--- src/rtl/div_unit.sv ---
// Multi-cycle signed restoring divider (DIV); DIVU added when DIV_UNSIGNED_EN is defined.
// Latency: start sampled at edge N, hi/lo valid with done at edge N+WIDTH+1.
// Backpressure: none; start is ignored while busy, div_zero pulses instead of a result for b==0.
module div_unit #(
    parameter int WIDTH = 32
) (
    input  logic             clock,
    input  logic             reset,
    input  logic             start,
    input  logic [WIDTH-1:0] a,
    input  logic [WIDTH-1:0] b,
`ifdef DIV_UNSIGNED_EN
    input  logic             div_unsigned,
`endif
    output logic [WIDTH-1:0] hi,
    output logic [WIDTH-1:0] lo,
    output logic             busy,
    output logic             done,
    output logic             div_zero
);

    localparam int CW = $clog2(WIDTH + 1);

    typedef enum logic [1:0] {IDLE, RUN, FIX} state_t;

    state_t            state_q, state_d;
    logic [CW-1:0]     cnt_q, cnt_d;
    logic [WIDTH-1:0]  rem_q, rem_d;
    logic [WIDTH-1:0]  quo_q, quo_d;
    logic [WIDTH-1:0]  dvs_q, dvs_d;
    logic              neg_quo_q, neg_quo_d;
    logic              neg_rem_q, neg_rem_d;
    logic [WIDTH-1:0]  hi_q, hi_d;
    logic [WIDTH-1:0]  lo_q, lo_d;
    logic              busy_q, busy_d;
    logic              done_q, done_d;
    logic              dz_q, dz_d;

    logic              is_unsigned;
    logic [WIDTH-1:0]  abs_a, abs_b;
    logic [WIDTH:0]    rem_shift, diff;

`ifdef DIV_UNSIGNED_EN
    assign is_unsigned = div_unsigned;
`else
    assign is_unsigned = 1'b0;
`endif

    // Magnitudes are exact in WIDTH unsigned bits, including the most negative value.
    assign abs_a = (a[WIDTH-1] && !is_unsigned) ? -a : a;
    assign abs_b = (b[WIDTH-1] && !is_unsigned) ? -b : b;

    // One extra bit keeps the compare correct for divisors at or above 2^(WIDTH-1).
    assign rem_shift = {rem_q, quo_q[WIDTH-1]};
    assign diff      = rem_shift - {1'b0, dvs_q};

    always_comb begin
        state_d   = state_q;
        cnt_d     = cnt_q;
        rem_d     = rem_q;
        quo_d     = quo_q;
        dvs_d     = dvs_q;
        neg_quo_d = neg_quo_q;
        neg_rem_d = neg_rem_q;
        hi_d      = hi_q;
        lo_d      = lo_q;
        busy_d    = busy_q;
        done_d    = 1'b0;
        dz_d      = 1'b0;

        case (state_q)
            IDLE: begin
                if (start) begin
                    if (b == '0) begin
                        dz_d = 1'b1;
                    end else begin
                        quo_d     = abs_a;
                        dvs_d     = abs_b;
                        rem_d     = '0;
                        neg_quo_d = !is_unsigned && (a[WIDTH-1] ^ b[WIDTH-1]);
                        neg_rem_d = !is_unsigned && a[WIDTH-1];
                        cnt_d     = CW'(WIDTH);
                        busy_d    = 1'b1;
                        state_d   = RUN;
                    end
                end
            end
            RUN: begin
                if (!diff[WIDTH]) begin
                    rem_d = diff[WIDTH-1:0];
                    quo_d = {quo_q[WIDTH-2:0], 1'b1};
                end else begin
                    rem_d = rem_shift[WIDTH-1:0];
                    quo_d = {quo_q[WIDTH-2:0], 1'b0};
                end
                cnt_d = cnt_q - CW'(1);
                if (cnt_q == CW'(1)) begin
                    state_d = FIX;
                end
            end
            FIX: begin
                lo_d    = neg_quo_q ? -quo_q : quo_q;
                hi_d    = neg_rem_q ? -rem_q : rem_q;
                done_d  = 1'b1;
                busy_d  = 1'b0;
                state_d = IDLE;
            end
            default: begin
                state_d = IDLE;
                busy_d  = 1'b0;
            end
        endcase
    end

    always_ff @(posedge clock) begin
        if (!reset) begin
            state_q   <= IDLE;
            cnt_q     <= '0;
            rem_q     <= '0;
            quo_q     <= '0;
            dvs_q     <= '0;
            neg_quo_q <= 1'b0;
            neg_rem_q <= 1'b0;
            hi_q      <= '0;
            lo_q      <= '0;
            busy_q    <= 1'b0;
            done_q    <= 1'b0;
            dz_q      <= 1'b0;
        end else begin
            state_q   <= state_d;
            cnt_q     <= cnt_d;
            rem_q     <= rem_d;
            quo_q     <= quo_d;
            dvs_q     <= dvs_d;
            neg_quo_q <= neg_quo_d;
            neg_rem_q <= neg_rem_d;
            hi_q      <= hi_d;
            lo_q      <= lo_d;
            busy_q    <= busy_d;
            done_q    <= done_d;
            dz_q      <= dz_d;
        end
    end

    assign hi       = hi_q;
    assign lo       = lo_q;
    assign busy     = busy_q;
    assign done     = done_q;
    assign div_zero = dz_q;

endmodule

--- config.mk ---
export PLATFORM = sky130hd
export DESIGN_NAME = div_unit
export DESIGN_NICKNAME = d
export VERILOG_FILES = /design/src/rtl/div_unit.sv
export SDC_FILE = /design/constraint.sdc
export NUM_CORES = 1
export LEC_CHECK = 0
export ABC_AREA = 1
export BUFFER_PORTS_ARGS = -buffer_cell sky130_fd_sc_hd__buf_2
export CAP_MARGIN = 40
export CORE_MARGIN = 2
export CORE_UTILIZATION = 55
export DETAILED_ROUTE_END_ITERATION = 8
export PLACE_DENSITY = 0.75
export SLEW_MARGIN = 30
export SYNTH_ARGS = -nofsm -noshare
export SYNTH_HDL_FRONTEND = slang
export SYNTH_SLANG_ARGS = --single-unit
--- constraint.sdc ---
create_clock -name clock -period 5.75 [get_ports clock]
set_input_delay 0.8625 -clock clock [delete_from_list [all_inputs] [get_ports clock]]
set_output_delay 0.8625 -clock clock [all_outputs]
set_load 0.02 [all_outputs]
Yosys cells after proc, flatten, opt, wreduce, memory -nomap -nowiden
Cells that the tools add are included.
{"block": "classes", "bitwise_logic": 3, "n_addsub": 6, "mux": 24, "n_reduce_logical": 8, "eq_ne": 6}
{"cell": "$mux W32", "count": 9}
{"cell": "$neg A32 Y32", "count": 4}
{"cell": "$pmux W32 S2", "count": 2}
{"cell": "$sub A33 B32 Y33", "count": 1}
{"cell": "$logic_not A32 Y1", "count": 1}
{"cell": "$reduce_and A3 Y1", "count": 5}
{"cell": "$mux W6", "count": 2}
{"cell": "$pmux W6 S2", "count": 1}
{"cell": "$eq A6 B1 Y1 const B", "count": 1}
{"cell": "$mux W2", "count": 3}
{"cell": "$ne A2 B2 Y1 const B", "count": 3}
{"cell": "$sub A6 B1 Y6 const B", "count": 1}
{"cell": "$mux W1", "count": 5}
{"cell": "$pmux W2 S2", "count": 1}
{"cell": "$eq A2 B1 Y1 const B", "count": 1}
{"cell": "$eq A2 B2 Y1 const B", "count": 1}
{"cell": "$logic_not A2 Y1", "count": 1}
{"cell": "$not A1 Y1", "count": 2}
{"cell": "$pmux W1 S2", "count": 1}
{"cell": "$reduce_bool A2 Y1", "count": 1}
{"cell": "$xor A1 B1 Y1", "count": 1}
{"block": "totals", "output_inout_bits": 67, "regBits": 173, "input_bits": 67}

Longest topological paths before layout
{"block": "depth", "ltp_word": 5, "mapped_depth": 18, "ltp_nobuf": 17}

Worst setup path before layout
No wires, ideal clock.
{"block": "synth_path", "path_kind": "input-to-reg", "startpoint": "input port b[1]", "endpoint": "register dvs_q[22]", "arrival_time_ns": 2.175, "setup_time_ns": 0.116, "required_time_ns": 5.634, "cell_stages": 10, "setup_slack_ns": 3.459, "cell_sequence": "inv_1 -> ha_1 -> nand4_1 -> nor2_2 -> nand3_1 -> o21ai_1 -> o21ai_1 -> or2_0 -> nand3_1 -> o21ai_1"}
{"block": "synth_between", "elab_chain_cells": 3}
{"element": "start: declaration", "line": "11", "source": "input logic [WIDTH-1:0] b,"}
{"element": "parallel branches: the longest is 3 deep, another holds $neg A32 Y32"}
{"element": "end signal: assignment", "line": "134", "source": "dvs_q <= dvs_d;"}
{"element": "end: declaration", "line": "30", "source": "logic [WIDTH-1:0] dvs_q, dvs_d;"}
Several ways; the timed one is not identified.
A chain may end at the register's enable or synchronous reset.

Final worst setup path
{"block": "layout_path", "startpoint": "input port b[0]", "endpoint": "register quo_q[16]"}
{"block": "layout_between", "elab_chain_cells": 3}
{"element": "$logic_not A32 Y1", "line": "74", "source": "if (b == '0) begin"}
{"element": "$ne A2 B2 Y1 (no line)"}
{"element": "$reduce_and A3 Y1 (no line)"}
{"element": "end signal: assignment", "line": "133", "source": "quo_q <= quo_d;"}
{"element": "end: declaration", "line": "29", "source": "logic [WIDTH-1:0] quo_q, quo_d;"}
Every way passes these cells.

==> flow_summary_export.csv <==
group,metric,value,unit
yosys,ys_seq_area_share,27.13,%
timing,max_clock_freq,0.3313,GHz
floorplanning,start_util,56.21,%
worst_setup_path,crit_path_end_kind,"flop",
worst_setup_path,cp-startpoint,"b[0]",
grt,overflow,0,
grt,grt_max_degree,70,
power,power_frac_clock,11.6,%
yosys,async_flop_share,0,%
yosys,synth_area,0.01276,sq mm
place,place_congestion,0.9680,
worst_setup_path,r2r-end,"rem_q[18]",
detailed_routing,routedWlPerCell,16.08,microns
finish,nets,2312,
cts,worstSkewPairLatency,0.44,ns
place,io_buffers,133,
timing,rsz0062_at_grt,"false",
timing,worst_pin_slew,0.7197,ns
timing,setup_viol_count_final,0,
yosys,synth_cells,2120,
finish,fin_area,0.01411,sq mm
yosys,dominantRegCellSynth,"dfxtp_1",
timing,slew_violations,0,
place,placement.cell_area,0.01352,sq mm
timing,min_period,3.018,ns
cts,postCtsSetupBuffers,0,
power,p_int,4.304,mW
cts,cts_buffers,17,
yosys,synth_cell_types,49,
power,p_sw,5.816,mW
floorplanning,die_w,156.3,microns
cts,cts-htree-levels,4,
finish,drive_gt1_share,10.59,%
worst_setup_path,endpoint,"quo_q[16]",
worst_setup_path,r2r-start,"quo_q[31]",
grt,grt_pass1_vias,11970,
flow_run,drv_cap,0,
worst_setup_path,reg2regPathDepth,16,
cts,root_buffer,"clkbuf_16",
timing,timing.hold.ws,0.4904,ns
cts,cts_hold_buffers,0,
floorplanning,std_cell_rows,55,
place,dp_hpwl,31220,microns
yosys,ys_ff_latch,173,
finish,diodes,0,
min_path,hold_path.class,"reg -> reg",
detailed_routing,route.detailed.drc,0,
worst_setup_path,cp.arrival,3.31,ns
floorplanning,dieArea,0.02444,sq mm
yosys,yosysWarnings,0,
detailed_routing,dr_total_vias,13640,
floorplanning,fp.coreArea,0.02271,sq mm
yosys,synth_fp_nets,2226,
grt,antenna_found_initial,0,
yosys,synth_edf_count,0,
timing,slew_headroom,52.02,%
worst_setup_path,path_max_fanout,56,
floorplanning,ioPinCount,134,
yosys,synth_top_area_cell,"dfxtp_1",
timing,hold_violations,0,
worst_setup_path,worstSetupPathType,"in -> reg",
yosys,yosys-top-cells-area,"dfxtp_1 27%, nand2_1 16%, inv_1 9.7%",
detailed_routing,drtPass1Iterations,5,
cts,cts_resized,0,
power,power.share.switching,57.47,%
detailed_routing,first_iter_violations,1274,
yosys,avgSynthCellArea,6.021,sq um
worst_setup_path,start_kind,"input port",
timing,skew,0.01525,ns
finish,nFillCells,2233,
worst_setup_path,crit_required,6.04,ns
detailed_routing,final_antenna_net_count,0,
timing,finalSetupTns,0,ns
power,power.total,10.12,mW
run_status,status,"completed",
power,power.density,717.2,mW/mm^2
power,ir_drop,400.1,uV
power,p_leak,7.259,nW
finish,area_growth,10.53,%
yosys,synth_top_area_share,27.13,%
timing,fin_crit_sh,52.49,%
cts,cts_tree,"done",
floorplanning,die_h,156.3,microns
cts,numClockSinks,173,
worst_setup_path,r2r_slack,2.94,ns
yosys,yosysMostFrequentCell,"nand2_1",
power,p_comb_share,70.5,%
power,p_seq_share,17.9,%
detailed_routing,wl,40270,microns
detailed_routing,via_per_inst,5.449,
yosys,synthTopCellsByCount,"545 x nand2_1, 331 x inv_1, 215 x nor2_1, 177 x a21oi_1, 173 x dfxtp_1",
grt,grt.total_usage,32.71,%
grt,grt_pass1_wl,63200,microns
cts,ctsLongestPathBuffers,2,
cts,cts.clk_slew.worst_paths,0.07,ns
## how the worst min path moves through the flow
stage               startpoint         to  depth (start not counted)
floorplan            dvs_q[22]  dvs_q[22]                          2
global placement     quo_q[16]  quo_q[16]                          2
detailed placement        busy       busy                          2
CTS                       busy       busy                          2
global route            lo[20]     lo[20]                          2
finish               quo_q[27]  quo_q[27]                          2
## per-stage QoR
step                      instances  setup slack (ns)  util, %
after detailed placement       2472             2.375    59.54
after global placement         2471             2.460    59.45
final                          2504             2.732    62.13
after CTS                      2504             2.798    62.13
after floorplan                2120             3.459        -
after global routing           2504             2.522    62.13
## power groups by stage
stage          clock [mW]  combinational [mW]  sequential, mW
6_report             1.17                7.14            1.81
5_1_grt              1.23                7.96            1.84
4_1_cts              1.18                7.00            1.79
3_5_place_dp            0                6.96            1.82
3_3_place_gp            0                6.88            1.82
2_1_floorplan           0                5.41            1.72
## logic make-up (layout without fill, tap and decap cells)
family                     after synthesis  after routing  synth area share (%)
AOI/OAI and AO/OA                      390            390                 16.65
xor gates and xnor gates                75             75                 5.146
adders and majority gates               39             39                 3.882
buffers and inverters                  418            517                 12.88
DFF                                    173            173                 27.13
and+or+nand+nor                       1025           1025                 34.31
## worst max-delay path: stages
cell	delay [ns]
buf_2	0.10
inv_1	0.13
ha_1	0.21
nand3_1	0.10
nor2_1	0.19
nand2_1	0.11
nor2_1	0.09
nand2_1	0.08
nand3_2	0.49
buf_4	0.58
a21oi_1	0.12
nand2_1	0.12
a21oi_1	0.07
## per-layer routing
layer / global-route usage [%] / wire length (microns) / vias to the layer above
li1: - / - / 6922
met1: 47.40 / 19100 / 6151
met2: 50.30 / 17450 / 512
met3: 4.154 / 2584 / 59
met4: 10.48 / 1134 / 0
met5: 0 / 0 / -
## flip-flops by register name, indices dropped and copies added, names as in the netlist, 2 cells and up
register and cells:
dvs_q 32, hi 32, lo 32, quo_q 32
rem_q 32, cnt_q 6, state_q 2
## cell usage in the layout (no fill, tap or decap), types with 5 or more instances in the layout
master	Yosys	layout
nand2_1	545	545
inv_1	331	331
nor2_1	215	213
a21oi_1	177	177
dfxtp_1	173	173
nand3_1	157	157
buf_2	18	133
o21ai_0	131	131
xor2_1	57	57
ha_1	38	38
nor3_1	30	30
o22ai_1	25	25
nand4_1	19	19
xnor2_1	18	18
clkbuf_16	0	17
o211ai_1	15	15
nand2_2	13	13
nor2_2	11	11
inv_2	9	10
a31oi_1	8	8
nand3b_1	8	8
o21ai_1	7	7
nand3_2	7	7
buf_4	3	7
a21oi_2	6	6
o21bai_1	6	6
inv_8	0	5
## final cells by class
cell class              instances  area, sq um  share of cell area [%]
multi-input cells            1529         7672                   54.38
flip-flops and latches        173         3463                   24.55
inverters                     344         1291                   9.152
repair buffers                141        738.2                   5.232
clock buffers                  19        442.9                   3.139
well taps                     285        356.6                   2.527
clock inverters                13        143.9                   1.020
(Power assumes the default switching activity.)
